**src/rtl/fpu_result_fifo.sv**
```systemverilog
// fpu_result_fifo
// ----------------------------------------------------------------------------
// Result buffer placed after the FPU stage. Every result is classified as it
// is pushed, and the class is stored next to the word. The FPU is never
// stalled. When the buffer is full and no pop happens in that cycle, the
// incoming result is discarded and the drop is latched in drop_sticky.
//
// Ports
//   clock        rising-edge clock
//   reset        asynchronous active-low reset
//   in_valid     in_data holds a finished FPU result this cycle
//   in_data      32-bit result word {sign, exp[EXP_W], mant}
//   out_valid    head entry available (level != 0)
//   out_ready    consumer takes the head entry
//   out_data     head result word, 0 when empty
//   out_status   head class {neg, denorm, ovf, zero}, 0 when empty
//   level        current entry count, 0..DEPTH
//   full         level == DEPTH
//   drop_sticky  a result was discarded while full
//   clear_drop   clears drop_sticky (a new drop in the same cycle wins)
// ----------------------------------------------------------------------------
module fpu_result_fifo #(
  parameter  int DEPTH = 4,
  parameter  int EXP_W = 6,
  localparam int PW    = $clog2(DEPTH),
  localparam int LW    = PW + 1
) (
  input  logic          clock,
  input  logic          reset,
  input  logic          in_valid,
  input  logic [31:0]   in_data,
  output logic          out_valid,
  input  logic          out_ready,
  output logic [31:0]   out_data,
  output logic [3:0]    out_status,
  output logic [LW-1:0] level,
  output logic          full,
  output logic          drop_sticky,
  input  logic          clear_drop
);

  localparam int               MANT_W   = 31 - EXP_W;
  localparam logic [LW-1:0]    FULL_LVL = LW'(DEPTH);
  localparam logic [EXP_W-1:0] EXP_ONES = '1;

  // Entry layout: {status[3:0], data[31:0]}
  typedef struct packed {
    logic [3:0]  status;
    logic [31:0] data;
  } entry_t;

  // Storage has no reset. Its contents only reach the outputs while
  // level != 0, so stale words never show up.
  entry_t mem_q [DEPTH];

  logic [PW-1:0] wr_ptr_q, wr_ptr_d;
  logic [PW-1:0] rd_ptr_q, rd_ptr_d;
  logic [LW-1:0] level_q,  level_d;
  logic          drop_q,   drop_d;

  logic          push, pop, drop_ev, empty;
  entry_t        wr_entry, head;

  // Class bits: [0] zero, [1] overflow (exp all ones), [2] denormal,
  // [3] sign. Sign is reported for zero results as well.
  function automatic logic [3:0] classify(input logic [31:0] w);
    logic [EXP_W-1:0]  e;
    logic [MANT_W-1:0] m;
    logic [3:0]        s;
    e    = w[30 -: EXP_W];
    m    = w[MANT_W-1:0];
    s[0] = (e == '0) && (m == '0);
    s[1] = (e == EXP_ONES);
    s[2] = (e == '0) && (m != '0);
    s[3] = w[31];
    return s;
  endfunction

  assign empty    = (level_q == '0);
  assign full     = (level_q == FULL_LVL);
  assign pop      = !empty && out_ready;
  // When full, a push is allowed only because the pop in the same cycle
  // frees the head slot. The write goes to the tail slot, which is the
  // old head slot, and the read pointer moves forward in that edge.
  assign push     = in_valid && (!full || pop);
  assign drop_ev  = in_valid && full && !pop;

  assign wr_entry = '{status: classify(in_data), data: in_data};
  assign head     = mem_q[rd_ptr_q];

  always_comb begin
    wr_ptr_d = wr_ptr_q;
    rd_ptr_d = rd_ptr_q;
    level_d  = level_q;
    // DEPTH is a power of two, so the pointers wrap by plain overflow.
    if (push) wr_ptr_d = wr_ptr_q + PW'(1);
    if (pop)  rd_ptr_d = rd_ptr_q + PW'(1);
    unique case ({push, pop})
      2'b10:   level_d = level_q + LW'(1);
      2'b01:   level_d = level_q - LW'(1);
      default: level_d = level_q;
    endcase
    // A set and a clear in the same cycle leave the flag set.
    drop_d = drop_ev || (drop_q && !clear_drop);
  end

  always_ff @(posedge clock or negedge reset) begin
    if (!reset) begin
      wr_ptr_q <= '0;
      rd_ptr_q <= '0;
      level_q  <= '0;
      drop_q   <= 1'b0;
    end else begin
      wr_ptr_q <= wr_ptr_d;
      rd_ptr_q <= rd_ptr_d;
      level_q  <= level_d;
      drop_q   <= drop_d;
    end
  end

  always_ff @(posedge clock) begin
    if (push) mem_q[wr_ptr_q] <= wr_entry;
  end

  // The head is read with zero latency. The output is gated by occupancy,
  // so a reset clears the outputs right away through level_q.
  assign out_valid   = !empty;
  assign out_data    = empty ? 32'h0 : head.data;
  assign out_status  = empty ? 4'h0  : head.status;
  assign level       = level_q;
  assign drop_sticky = drop_q;

endmodule

```
**config.mk**
```make
export PLATFORM = sky130hd
export DESIGN_NAME = fpu_result_fifo
export DESIGN_NICKNAME = d
export VERILOG_FILES = /design/src/rtl/fpu_result_fifo.sv
export SDC_FILE = /design/constraint.sdc
export NUM_CORES = 1
export LEC_CHECK = 0
export BUFFER_PORTS_ARGS = -buffer_cell sky130_fd_sc_hd__buf_4
export CAP_MARGIN = 20
export CORE_UTILIZATION = 57
export DETAILED_ROUTE_END_ITERATION = 12
export PLACE_DENSITY_LB_ADDON = 0.05
export SETUP_SLACK_MARGIN = 0.02
export SYNTH_ARGS = -nofsm -noshare
export SYNTH_HDL_FRONTEND = slang
export SYNTH_SLANG_ARGS = --single-unit
```
**constraint.sdc**
```tcl
create_clock -name clock -period 2.4 [get_ports clock]
set_input_delay 0.24 -clock clock [delete_from_list [all_inputs] [get_ports clock]]
set_output_delay 0.24 -clock clock [all_outputs]
set_load 0.1 [all_outputs]
```
==> results.ini <==
[status]
status = complete, but fails checks
failed_checks = negative setup slack

[critical_path]
worst_setup_path_start_kind = flop
path_cells = buf_12, mux4_2, and2_1, buf_6
slowest_stage = dfrtp_4
reg2reg_from = level[0]$_DFFE_PN0P_
path_class = reg -> out
r2r_slack_ps = 310
cp-end-kind = primary output
r2r-end = level[2]$_DFFE_PN0P_
critical-path-max-stage-delay_ps = 540
cp.arrival_ps = 2170
required_ps = 2160
r2r_cells = 9
cp_max_fo = 9

[routing]
first_pass_iters = 4
vias = 3124
remaining_drc_errors = 0
post_drt_via_cell_ratio = 5.559
drt_iter0_markers = 181
routedWlPerCell_um = 22.21
route.final.wire_length_um = 12480
postRouteAntennaNets = 0

[logic_synthesis]
synth_edf_count = 140
ys_ff_latch = 148
syn-cell-area_um2 = 5906
synth_top_area_cell = edfxtp_1
synth-seq-area-share = 0.7458
syn-num-nets = 325
synthTopCellsByArea = edfxtp_1, mux4_2, and2_1
synth.distinct_cells = 29
syn_area_per_cell_um2 = 20.94
ys_top_cells_by_count = edfxtp_1, and2_1, mux4_2
yosysWarnings = 0
synthCells = 282
async_flop_share = 0.05405
synth.top_cell.area_share = 0.7119
synth_ff_type = edfxtp_1
synth_most_common_cell = edfxtp_1

[global_route]
grt_remaining_overflow = 0
grt_pass1_wl_um = 18530
track_usage = 0.2396
grt_max_degree = 38
antenna_found_initial = 0
grt_pass1_vias = 3287

[clocking]
cts_buffers = 17
insertion_delay_ps = 530
cts_buffer_depth = 2
cts.clk_slew.worst_paths_ps = 70
cts_tree = yes
cts_num_sinks = 148
ctsRootBufferMaster = clkbuf_8
cts-htree-levels = 4

[timing]
fin_hold_ws_ps = 51.63
min_period_over_period = 1.003
setup_slack_ps = -7.856
fin_skew_ps = 5.908
slew_headroom = 0.5714
maxSlewViolCount = 0
setup_viol_count_final = 1
max_freq_ghz = 0.4153
hold_viol = 0
worst_slew_pin_slew_ps = 637.1
rsz0062_at_grt = true
layout_min_cycle_time_ps = 2408

[place]
globalplace.congestion = 0.7648
dp_cells = 491
io_buffers = 78
dpl.hpwl_um = 6433

[worst_hold_path]
hp-start = out_ready
hp-class = in -> reg
hold_depth = 3
hold_end = rd_ptr_q[1]$_DFFE_PN0P_

[floorplan]
fp.coreArea_um2 = 9910
initial_core_util = 0.5960
die_area_um2 = 10770
die_w_um = 103.8
io_pins = 79
fp.dieH_um = 103.8
rows = 36

[layout]
final_cells = 562
fin_nets = 459
diodes = 0
drive_gt1_frac = 0.4592
syn_to_final_growth_pct = 37.54

[run]
maxCapViolCount = 0

worst max-delay path, delay by kind of cell, from the launching register on:
kind / cells / cell delay, ps
flip-flops: 1 / 540
multiplexers: 1 / 530
buffers and inverters: 2 / 360
AND/OR/NAND/NOR: 1 / 190
how the worst max path moves through the flow:
| stage | startpoint | endpoint | slack (ps) | cells after the start |
|---|---|---|---|---|
| floorplan | level[2]$_DFFE_PN0P_ | level[2]$_DFFE_PN0P_ | 80 | 9 |
| global placement | level[0]$_DFFE_PN0P_ | level[2]$_DFFE_PN0P_ | 270 | 9 |
| detailed placement | level[0]$_DFFE_PN0P_ | level[2]$_DFFE_PN0P_ | 170 | 9 |
| CTS | rd_ptr_q[0]$_DFFE_PN0P_ | out_data[18] | -30 | 4 |
| global route | rd_ptr_q[0]$_DFFE_PN0P_ | out_data[2] | -60 | 4 |
| finish | rd_ptr_q[0]$_DFFE_PN0P_ | out_data[6] | -8 | 4 |
through the flow:
step	area, um^2	setup slack, ps	util	setup TNS, ps
final	8123	-7.856	0.8197	-7.856
after global routing	8123	-60.47	0.8197	-562.4
after CTS	7878	-25.01	0.7949	-101.7
after detailed placement	6700	172.9	0.6761	0
after global placement	6700	269.8	0.6761	0
after floorplan	5929	80.09	-	0
layer usage:
layer  global-route usage  part of all wire
met5                    0                 0
met1               0.3117              0.41
met3              0.06608             0.045
met4              0.08571             0.014
met2               0.3926              0.53
what timing repair did:
action,CTS,global route
endpoints found under the setup margin,32,37
resized for setup,57,73
gates cloned,0,1
buffers inserted,3,0
endpoints found under the hold margin,137,0
hold buffers,35,0
pin swaps,0,0
state kept, by name, summed over array words and instances, names as in the netlist:
| signal | flops |
|---|---|
| drop_sticky | 1 |
| wr_ptr_q | 2 |
| rd_ptr_q | 2 |
| mem_q | 140 |
| level | 3 |
final cells by class:
| class | instances | area, um^2 |
|---|---|---|
| Sequential cell | 148 | 4413 |
| Inverter | 7 | 26.28 |
| Clock buffer | 18 | 417.9 |
| Clock inverter | 14 | 180.2 |
| Timing Repair Buffer | 128 | 1510 |
| Fill cell | 470 | 1787 |
| Tap cell | 133 | 166.4 |
| Multi-Input combinational cell | 114 | 1409 |
cell usage in the layout, fill, tap and decap left out, types with 4 or more instances in the layout:
master,count
edfxtp_1,140
buf_4,48
mux4_2,35
dlygate4sd3_1,35
buf_12,31
and2_4,25
clkbuf_16,17
buf_6,11
and2_1,10
inv_1,7
nor4_1,6
and2_2,5
ha_1,5
clkinvlp_4,5
nor2_1,4
clkinv_4,4
dfrtp_2,4
kinds of logic (layout without fill, tap and decap cells):
family	after synthesis	in the layout	synth area share
DFF	148	148	0.7458
and+or+nand+nor	63	63	0.06335
muxes	37	37	0.1415
buffers and inverters	20	167	0.02394
adders and majority gates	6	6	0.01398
xor gates and xnor gates	6	6	0.008900
AOI/OAI and AO/OA	2	2	0.002542
Power is not shown: default switching activity piles up to over one toggle a cycle in this logic, so the estimate is an artifact.
